### config.mk
export PLATFORM = sky130hd
export DESIGN_NAME = adder_result_fifo
export DESIGN_NICKNAME = d
export VERILOG_FILES = /design/src/rtl/adder_fifo_pkg.sv /design/src/rtl/adder_fifo_mem.sv /design/src/rtl/adder_result_fifo.sv
export SDC_FILE = /design/constraint.sdc
export NUM_CORES = 1
export LEC_CHECK = 0
export CAP_MARGIN = 15
export CORE_UTILIZATION = 56
export DETAILED_ROUTE_END_ITERATION = 8
export GPL_ROUTABILITY_DRIVEN = 1
export GPL_TIMING_DRIVEN = 1
export PLACE_DENSITY_LB_ADDON = 0.05
export SLEW_MARGIN = 10
export SYNTH_ARGS = -nofsm -noshare
export SYNTH_HDL_FRONTEND = slang
export SYNTH_SLANG_ARGS = --single-unit
export TNS_END_PERCENT = 5
### constraint.sdc
create_clock -name clk -period 5 [get_ports clk]
set_clock_uncertainty 0.1 [all_clocks]
set_input_delay 1.5 -clock clk [delete_from_list [all_inputs] [get_ports clk]]
set_output_delay 1.5 -clock clk [all_outputs]
set_load 0.01 [all_outputs]
### src/rtl/adder_fifo_pkg.sv
// Shared constants and helpers for the adder result FIFO.
package adder_fifo_pkg;

  localparam int        DROP_CNT_W   = 8;
  localparam logic [7:0] DROP_CNT_MAX = 8'hFF;

  // Occupancy counter width: needs to represent 0..depth inclusive.
  function automatic int level_w(input int depth);
    return $clog2(depth) + 1;
  endfunction

endpackage

### src/rtl/adder_fifo_mem.sv
// DEPTH x W register file: one synchronous write port, one asynchronous read
// port. Contents are not reset; the top never reads an unwritten slot while
// out_valid_o is high.
module adder_fifo_mem #(
  parameter  int W     = 5,
  parameter  int DEPTH = 4,
  localparam int AW    = $clog2(DEPTH)
) (
  input  logic          clk,
  input  logic          we,
  input  logic [AW-1:0] waddr,
  input  logic [W-1:0]  wdata,
  input  logic [AW-1:0] raddr,
  output logic [W-1:0]  rdata
);

  logic [W-1:0] mem [DEPTH];

  // Write the addressed entry when enabled.
  always_ff @(posedge clk) begin
    if (we) mem[waddr] <= wdata;
  end

  assign rdata = mem[raddr];

endmodule

### src/rtl/adder_result_fifo.sv
// Capture stage behind the registered ripple-carry adder. The adder's carry is
// combinational while its sum is registered, so the carry and valid are delayed
// one cycle to line up with the sum before {carry, sum} is pushed into a small
// first-word-fall-through FIFO. The adder cannot stall: a result arriving while
// the FIFO is full (and not being popped) is dropped and overflow_o latches.
// Optional: ADDER_FIFO_DROP_CNT_EN adds a saturating 8-bit drop counter output.
// Optional: USE_POWER_PINS adds VPWR/VGND.
module adder_result_fifo import adder_fifo_pkg::*; #(
  parameter int WIDTH = 4,
  parameter int DEPTH = 4
) (
`ifdef USE_POWER_PINS
  inout  wire                          VPWR,
  inout  wire                          VGND,
`endif
  input  logic                         clk,
  input  logic                         rst,
  input  logic                         in_valid_i,
  input  logic                         carry_i,
  input  logic [WIDTH-1:0]             sum_i,
  output logic                         out_valid_o,
  input  logic                         out_ready_i,
  output logic [WIDTH-1:0]             out_sum_o,
  output logic                         out_carry_o,
  output logic [level_w(DEPTH)-1:0]    level_o,
  output logic                         overflow_o
`ifdef ADDER_FIFO_DROP_CNT_EN
  ,
  output logic [DROP_CNT_W-1:0]        drop_count_o
`endif
);

  localparam int PW = $clog2(DEPTH);
  localparam int EW = WIDTH + 1;
  localparam int LW = level_w(DEPTH);

  logic          s1_valid, s1_carry;
  logic [PW-1:0] wr_ptr, rd_ptr;
  logic [EW-1:0] wr_entry, rd_entry;
  logic          full, pop, push, drop;

  assign full     = (level_o == LW'(DEPTH));
  assign pop      = out_valid_o && out_ready_i;
  // A pop in the same cycle frees the slot, so a full FIFO can still accept.
  assign push     = s1_valid && (!full || pop);
  assign drop     = s1_valid && full && !pop;
  assign wr_entry = {s1_carry, sum_i};

  // Delay carry/valid one cycle so they describe the same addition as sum_i.
  always_ff @(posedge clk) begin
    if (rst) begin
      s1_valid <= 1'b0;
      s1_carry <= 1'b0;
    end else begin
      s1_valid <= in_valid_i;
      s1_carry <= carry_i;
    end
  end

  // Pointer, occupancy and sticky overflow bookkeeping.
  always_ff @(posedge clk) begin
    if (rst) begin
      wr_ptr     <= '0;
      rd_ptr     <= '0;
      level_o    <= '0;
      overflow_o <= 1'b0;
    end else begin
      if (push) wr_ptr <= wr_ptr + PW'(1);
      if (pop)  rd_ptr <= rd_ptr + PW'(1);
      if (push && !pop)      level_o <= level_o + LW'(1);
      else if (pop && !push) level_o <= level_o - LW'(1);
      if (drop) overflow_o <= 1'b1;
    end
  end

`ifdef ADDER_FIFO_DROP_CNT_EN
  // Count dropped results, saturating at the top of the range.
  always_ff @(posedge clk) begin
    if (rst)                                    drop_count_o <= '0;
    else if (drop && drop_count_o != DROP_CNT_MAX) drop_count_o <= drop_count_o + 1'b1;
  end
`endif

  adder_fifo_mem #(.W(EW), .DEPTH(DEPTH)) u_mem (
    .clk   (clk),
    .we    (push),
    .waddr (wr_ptr),
    .wdata (wr_entry),
    .raddr (rd_ptr),
    .rdata (rd_entry)
  );

  assign out_valid_o = (level_o != '0);
  assign {out_carry_o, out_sum_o} = out_valid_o ? rd_entry : '0;

endmodule

==> impl_metrics.yaml, run 1 <==
status:
  status: "finished clean"
setup_path:
  critical_path.slowest_cell: "nor3_1"
  crit_required_ns: 3.40
  cp_top_family: "simple AND/OR/NAND/NOR gates"
  path_max_fanout: 8
  regToRegEndpoint: "level_o[2]"
  crit_type: "flop to output port"
  r2r-start: "level_o[0]"
  max_stage_delay_ns: 0.71
  crit_buf_inv: 1
  arrival_ns: 2.17
  cp-end-kind: "output port"
  reg2regPathDepth: 8
  crit_chain: "nor3_1, and2b_1, clkdlybuf4s50_1"
  crit_path_start_kind: "flop"
  reg2reg_slack_ns: 2.50
logic_synthesis:
  synth.most_common_cell: "edfxtp_1"
  syn_area_um2: 1330
  ys_seq_elements: 32
  yosysTopAreaCell: "edfxtp_1"
  synthDistinctLibCells: 24
  synthFlopType: "edfxtp_1"
  synth_cells: 88
  async_reset_ff_share_pct: 0
  ys_warn_count: 0
  synth_edf_count: 20
  syn-num-nets: 103
  yosys-top-cells-count: "edfxtp_1 (20), dfxtp_1 (12), nor2_1 (7)"
  synthTopCellsByArea: "edfxtp_1 (45%), dfxtp_1 (18%), mux4_2 (8.5%)"
  synth_top_area_share_pct: 45.2
  avgSynthCellArea_um2: 15.1
  ys_seq_area_share_pct: 63.2
drt:
  antenna_left: 0
  wl_mm: 2.16
  drt-vias-per-instance: 5.36
  firstDrtPassIters: 4
  first_iter_violations: 22
  drc: 0
  vias: 745
  post_drt_wl_per_cell_um: 15.5
finish:
  layoutNonFillerInstCount: 139
  nNetsFinal: 125
  drive_above_1_share_pct: 10.8
  syn2layout_area_growth_pct: 18.3
  final_core_util_pct: 70.5
  multi_input_area_um2: 454
  final_cell_area_um2: 1570
  num_antenna_cells: 0
  nFillCells: 169
  regArea_um2: 841
clock_network:
  hold_buffers: 0
  root_buffer: "clkbuf_4"
  htreeDepth: 2
  clock_path_buffers: 2
  cts_resized: 0
  insertion_delay_ns: 0.32
  clkTransAtPathRegs_ns: 0.08
  cts_setup_buffers: 0
  cts_tree: "done"
  clock-sinks: 32
  cts_made_buffers: 5
floorplanning:
  pin_count: 19
  die_h_um: 50.7
  design.core.area_um2: 2230
  die_area_um2: 2570
  start_util_pct: 59.6
  dieWidth_um: 50.7
  rows: 17
pwr:
  clock_power_share_pct: 16.7
  combPwrFrac_pct: 38.1
  p_seq_share_pct: 45.2
  internal_power_uw: 546
  swShare_pct: 31.0
  power_density_nw_per_um2: 503
  p_leak_nw: 0.571
  p_sw_uw: 245
  ir_drop_uv: 420
  p_total_uw: 791
placement:
  dp.cells: 131
  dpl_worst_slack_ns: 0.952
  placed_area_um2: 1530
  io_buffer_count: 18
  place_congestion: 0.727
  hpwl_mm: 1.58
grt:
  grt_first_pass_wirelength_mm: 3.55
  grt_max_degree: 14
  grt.total_usage_pct: 21.6
  grt.overflow.total: 0
  grt_pass1_vias: 776
  antenna_found_initial: 0
timing:
  rsz0062_at_grt: "no"
  max_freq_ghz: 0.265
  worst_slack_ns: 1.23
  period_needed_ns: 3.77
  drv_slew: 0
  finalSetupTns_ns: 0
  post-route-period-util_pct: 75.4
  finalSetupViolCount: 0
  slew_headroom_pct: 44.4
  whs_ns: 0.397
  worst_slew_pin_slew_ns: 0.827
  hold_viol: 0
worst_hold_path:
  hold_class: "flop to flop"
  min_path_cells: 2
  hold-path-endpoint: "rd_ptr[1]"
  min_from: "rd_ptr[1]"
flow_run:
  maxCapViolations: 0
==> how the worst max path moves through the flow <==
stage,startpoint,to,slack [ns],cells after the start
5_1_grt,level_o[0],out_sum_o[1],1.04,3
6_report,level_o[0],out_sum_o[3],1.23,3
3_3_place_gp,out_ready_i,level_o[2],1.10,9
2_1_floorplan,out_ready_i,level_o[2],1.88,9
4_1_cts,level_o[0],out_sum_o[3],1.19,3
3_5_place_dp,out_ready_i,level_o[2],0.95,9
==> cell families after synthesis <==
logic type | after synthesis | share of synthesized area, %
DFF | 32 | 63.2
and+or+nand+nor | 26 | 12.4
muxes | 8 | 11.1
buffers and inverters | 7 | 2.63
AOI/OAI and AO/OA | 6 | 2.45
adders and majority gates | 6 | 6.21
xor gates and xnor gates | 3 | 1.98
==> tightest hold or removal path: stages, from the launching register on <==
cell,delay (ns)
dfxtp_1,0.31
o21ai_0,0.06
a21oi_1,0.07
==> final cells by class <==
type                            count  share of cell area (%)
Sequential cell                    32                    53.4
Multi-Input combinational cell     49                    28.9
Timing Repair Buffer               18                    11.4
Clock buffer                        7                    2.86
Tap cell                           28                    2.23
Inverter                            4                   0.954
Clock inverter                      1                   0.238
==> layout by cell type (no fill, tap or decap) <==
cell type        Yosys  layout
nor3_1               1       1
nor4b_4              1       1
clkdlybuf4s50_1      0      18
a21oi_1              3       3
edfxtp_1            20      20
dfxtp_1             12      12
nor2b_1              3       3
nand2b_1             2       2
inv_1                4       4
mux2i_1              2       2
and2_1               4       4
nor2_1               7       7
and2b_1              5       5
ha_1                 5       5
mux4_2               5       5
clkinv_1             0       1
clkbuf_4             0       5
fa_1                 1       1
nand2_1              1       1
o31ai_1              1       1
o21ai_0              2       2
or3_1                2       2
mux2_4               1       1
xor2_1               3       3
clkbuf_1             1       2
==> power by group through the flow <==
stage	Clock [mW]	Sequential [mW]	Combinational (mW)
after floorplan	0	0.353	0.181
after global placement	0	0.363	0.294
after detailed placement	0	0.363	0.305
after CTS	0.136	0.358	0.305
after global routing	0.150	0.365	0.332
final	0.133	0.358	0.301
==> sequential cells by signal, summed over array words and instances, names as in the netlist, named ones only <==
signal	count
rd_ptr	2
wr_ptr	2
overflow_o	1
s1_carry	1
s1_valid	1
u_mem.mem	20
level_o	3
==> routing by layer <==
metal	wire length, um	global-route usage (%)	vias to the layer above
met2	1060	34.0	24
met5	0	0	-
met3	95	9.39	7
met1	936	23.7	358
li1	-	-	356
met4	70	13.9	0
Power figures use the tool's default switching activity.
==> run 2, diff against run 1 <==
--- a/config.mk
+++ b/config.mk
@@ -6,7 +6,7 @@
 export NUM_CORES = 1
 export LEC_CHECK = 0
 export CAP_MARGIN = 15
-export CORE_UTILIZATION = 56
+export CORE_UTILIZATION = 52
 export DETAILED_ROUTE_END_ITERATION = 8
 export GPL_ROUTABILITY_DRIVEN = 1
 export GPL_TIMING_DRIVEN = 1
==> constraint.sdc (replaced) <==
create_clock -name clk -period 3.85 [get_ports clk]
set_clock_uncertainty 0.1 [all_clocks]
set_input_delay 1.155 -clock clk [delete_from_list [all_inputs] [get_ports clk]]
set_output_delay 1.155 -clock clk [all_outputs]
set_load 0.01 [all_outputs]
==> run 2 against run 1 <==
Net effect: clock-buffer cell count is the same; global-route usage fell by 3.6 points; worst hold slack got worse by 0.0019 ns; highest routed layer unchanged.
==> impl_metrics.yaml, run 2 (synthesized netlist as in run 1, its figures left out) <==
worst_hold_path:
  hold-path-endpoint: "u_mem.mem[1][4]"
  min_from: "s1_carry"
  hold_class: "flop to flop"
  min_path_cells: 0
clock_network:
  clock-sinks: 32
  clock_path_buffers: 2
  clkTransAtPathRegs_ns: 0.09
  cts_resized: 0
  cts_tree: "done"
  root_buffer: "clkbuf_4"
  insertion_delay_ns: 0.33
  cts_setup_buffers: 0
  cts_made_buffers: 5
  htreeDepth: 2
  hold_buffers: 0
timing:
  finalSetupViolCount: 0
  finalSetupTns_ns: 0
  period_needed_ns: 3.37
  worst_slew_pin_slew_ns: 0.706
  rsz0062_at_grt: "no"
  drv_slew: 0
  max_freq_ghz: 0.297
  post-route-period-util_pct: 87.5
  slew_headroom_pct: 52.5
  hold_viol: 0
drt:
  post_drt_wl_per_cell_um: 15.2
  wl_mm: 2.13
  antenna_left: 0
  first_iter_violations: 12
  vias: 751
  drt-vias-per-instance: 5.36
  drc: 0
  firstDrtPassIters: 4
setup_path:
  crit_required_ns: 2.59
  crit_type: "flop to output port"
  crit_path_start_kind: "flop"
  cp-end-kind: "output port"
  reg2reg_slack_ns: 1.56
  path_max_fanout: 8
  arrival_ns: 2.11
  regToRegEndpoint: "level_o[2]"
  reg2regPathDepth: 7
  r2r-start: "level_o[0]"
finish:
  nFillCells: 168
  num_antenna_cells: 0
  nNetsFinal: 126
  drive_above_1_share_pct: 11.6
  regMostFlops: "u_mem.mem"
  final_cell_mix: "edfxtp_1 (20), clkdlybuf4s50_1 (18), dfxtp_1 (12)"
  largest_register_ffs: 20
  syn2layout_area_growth_pct: 18.9
  final_common_cell: "edfxtp_1"
  top_regs: "u_mem.mem x20, level_o x3"
grt:
  grt_max_degree: 14
  antenna_found_initial: 0
  grt.total_usage_pct: 18.0
  grt.overflow.total: 0
  grt_pass1_vias: 699
  grt_first_pass_wirelength_mm: 3.22
pwr:
  p_total_mw: 1.03
  ir_drop_uv: 405
  power_density_nw_per_um2: 652
  p_leak_nw: 0.576
placement:
  hpwl_mm: 1.53
  io_buffer_count: 18
  place_congestion: 0.772
floorplanning:
  die_h_um: 52.6
  die_area_um2: 2760
  rows: 17
  design.core.area_um2: 2320
  start_util_pct: 57.4
  dieWidth_um: 52.6
  pin_count: 19
flow_run:
  maxCapViolations: 0
status:
  status: "finished clean"
## run 2: cell types whose count changed in the layout (fill, tap and decap cells not counted), sizes merged
cell	delta
buf	+1
## run 2: through the flow
stage | setup slack, ns | area (um^2) | hold WS (ns) | std cells | utilization, %
2_1_floorplan | 1.08 | 1330 | 0.338 | 88 | -
3_3_place_gp | 0.560 | 1530 | 0.365 | 132 | 66.1
3_5_place_dp | 0.479 | 1530 | 0.364 | 132 | 66.1
4_1_cts | 0.424 | 1580 | 0.388 | 140 | 68.2
5_1_grt | 0.284 | 1580 | 0.409 | 140 | 68.2
6_report | 0.482 | 1580 | 0.396 | 140 | 68.2
## run 2: worst max-delay path by stage
stage / from / to / slack, ns
global placement: out_ready_i / level_o[2] / 0.56
global route: level_o[0] / out_sum_o[1] / 0.28
detailed placement: out_ready_i / level_o[2] / 0.48
CTS: level_o[0] / out_sum_o[1] / 0.42
finish: level_o[0] / out_sum_o[3] / 0.48
floorplan: out_ready_i / level_o[2] / 1.08
## run 2: cell type report
cell class | count | area, um^2 | share of cell area [%]
Inverter | 4 | 15.0 | 0.949
Sequential cell | 32 | 841 | 53.2
Multi-Input combinational cell | 49 | 454 | 28.7
Tap cell | 28 | 35.0 | 2.22
Clock inverter | 1 | 3.75 | 0.237
Clock buffer | 7 | 45.0 | 2.85
Timing Repair Buffer | 19 | 188 | 11.9
## run 2: routing by layer
metal | part of all wire, % | GRT usage (%) | vias up
li1 | - | - | 357
met1 | 46 | 21.5 | 373
met2 | 48 | 28.1 | 17
met3 | 4.7 | 7.83 | 4
met4 | 1.6 | 7.89 | 0
met5 | 0 | 0 | -
## run 2: power breakdown
| group | switching (mW) | internal [mW] | leakage, nW |
|---|---|---|---|
| combinational | 0.154 | 0.235 | 0.268 |
| sequential | 0.0606 | 0.406 | 0.281 |
| clock | 0.106 | 0.0701 | 0.0269 |
| total | 0.321 | 0.711 | 0.576 |
## run 2: worst max-delay path, stage by stage, from the launching register on
cell and delay, ns:
dfxtp_1 0.42, nor3_1 0.63, and2b_1 0.26, clkdlybuf4s50_1 0.47
==> run 3, diff against run 2 <==
==> constraint.sdc (replaced) <==
create_clock -name clk -period 3.7 [get_ports clk]
set_clock_uncertainty 0.1 [all_clocks]
set_input_delay 1.11 -clock clk [delete_from_list [all_inputs] [get_ports clk]]
set_output_delay 1.11 -clock clk [all_outputs]
set_load 0.01 [all_outputs]
==> run 3 against run 2 <==
Net effect: cell count up 0.71%; utilization up 1.7 points; non-clock buffer count up 1; register-to-register slack worse by 0.12 ns; clock-buffer cell count unchanged; setup slack worse by 0.043 ns; total power up 11%; wire length down 6.0%; critical path depth unchanged.
==> impl_metrics.yaml, run 3 (synthesized netlist as in run 1, its figures left out) <==
setup_path:
  cp_top_family: "flip-flops"
  critical_path.slowest_cell: "dfxtp_1"
  arrival_ns: 2.05
  cp-end-kind: "output port"
  crit_required_ns: 2.49
  reg2reg_slack_ns: 1.44
  max_stage_delay_ns: 0.55
  crit_type: "flop to output port"
  path_max_fanout: 5
  crit_buf_inv: 1
  crit_chain: "mux4_2, and2b_1, clkdlybuf4s50_1"
  crit_path_start_kind: "flop"
finish:
  largest_register_ffs: 20
  nFillCells: 170
  final_cell_mix: "edfxtp_1 (20), clkdlybuf4s50_1 (18), dfxtp_1 (12)"
  nNetsFinal: 127
  top_regs: "u_mem.mem x20, level_o x3"
  regMostFlops: "u_mem.mem"
  syn2layout_area_growth_pct: 21.8
  final_common_cell: "edfxtp_1"
  multi_input_area_um2: 454
  final_core_util_pct: 69.9
  regArea_um2: 841
  num_antenna_cells: 0
  drive_above_1_share_pct: 14.2
drt:
  drc: 0
  wl_mm: 2.00
  post_drt_wl_per_cell_um: 14.2
  first_iter_violations: 5
  firstDrtPassIters: 4
  vias: 731
  drt-vias-per-instance: 5.18
  antenna_left: 0
floorplanning:
  die_area_um2: 2760
  design.core.area_um2: 2320
  die_h_um: 52.6
  dieWidth_um: 52.6
  rows: 17
  start_util_pct: 57.4
  pin_count: 19
clock_network:
  htreeDepth: 2
  cts_made_buffers: 5
  hold_buffers: 0
  cts_setup_buffers: 0
  cts_resized: 0
  root_buffer: "clkbuf_4"
  insertion_delay_ns: 0.32
  clkTransAtPathRegs_ns: 0.10
  clock_path_buffers: 2
  clock-sinks: 32
  cts_tree: "done"
grt:
  grt_pass1_vias: 735
  grt.overflow.total: 0
  grt.total_usage_pct: 18.4
  antenna_found_initial: 0
  grt_max_degree: 14
  grt_first_pass_wirelength_mm: 3.37
pwr:
  p_seq_share_pct: 42.3
  clock_power_share_pct: 21.0
  internal_power_uw: 811
  p_leak_nw: 0.598
  swShare_pct: 29.2
  ir_drop_uv: 457
  combPwrFrac_pct: 36.7
  p_sw_uw: 335
  p_total_mw: 1.15
  power_density_nw_per_um2: 707
timing:
  finalSetupTns_ns: 0
  max_freq_ghz: 0.307
  drv_slew: 0
  worst_slew_pin_slew_ns: 0.420
  hold_viol: 0
  period_needed_ns: 3.26
  worst_slack_ns: 0.440
  rsz0062_at_grt: "no"
  post-route-period-util_pct: 88.1
  finalSetupViolCount: 0
  slew_headroom_pct: 71.9
placement:
  io_buffer_count: 18
  place_congestion: 0.773
  dpl_worst_slack_ns: 0.371
worst_hold_path:
  hold_class: "flop to flop"
status:
  status: "finished clean"
flow_run:
  maxCapViolations: 0
==> run 3: cell count changes in the layout (fill, tap and decap cells not counted), sizes merged <==
| cell | change |
|---|---|
| buf | +1 |
==> run 3: cell type report <==
cell class                      count  share of cell area (%)
Inverter                            4                   0.927
Timing Repair Buffer               20                    12.0
Clock buffer                        7                    4.71
Clock inverter                      1                   0.232
Multi-Input combinational cell     49                    28.0
Sequential cell                    32                    51.9
Tap cell                           28                    2.16
==> run 3: through the flow <==
stage          instance area (um^2)  cells  hold WS [ns]
2_1_floorplan                  1330     88         0.338
3_3_place_gp                   1540    133         0.368
3_5_place_dp                   1540    133         0.360
4_1_cts                        1620    141         0.395
5_1_grt                        1620    141         0.431
6_report                       1620    141         0.390
==> run 3: worst paths after layout <==
kind	startpoint	end	depth (start not counted)
worst max-delay path	flop	out_sum_o[2]	3
worst min-delay path	overflow_o	overflow_o	2
worst max register to register	level_o[0]	level_o[2]	7
worst min register to register	overflow_o	overflow_o	2
==> run 3: power by group through the flow <==
stage / clock, mW / combinational [mW] / sequential, mW
6_report: 0.241 / 0.420 / 0.485
4_1_cts: 0.248 / 0.427 / 0.487
3_5_place_dp: 0 / 0.423 / 0.496
3_3_place_gp: 0 / 0.416 / 0.492
5_1_grt: 0.267 / 0.462 / 0.497
2_1_floorplan: 0 / 0.245 / 0.477
==> run 3: worst register-to-register path: stages (launching register included) <==
cell     delay, ns
dfxtp_1       0.42
o31ai_1       0.38
ha_1          0.25
inv_1         0.06
fa_1          0.38
xor2_1        0.16
or3_1         0.30
a21oi_1       0.14
==> run 3: layer usage <==
layer,part of all wire [%],up-vias,global-route usage (%)
met5,0,-,0
met1,44,348,21.7
met3,5.2,5,8.70
li1,-,362,-
met4,1.6,0,6.58
met2,49,16,29.3
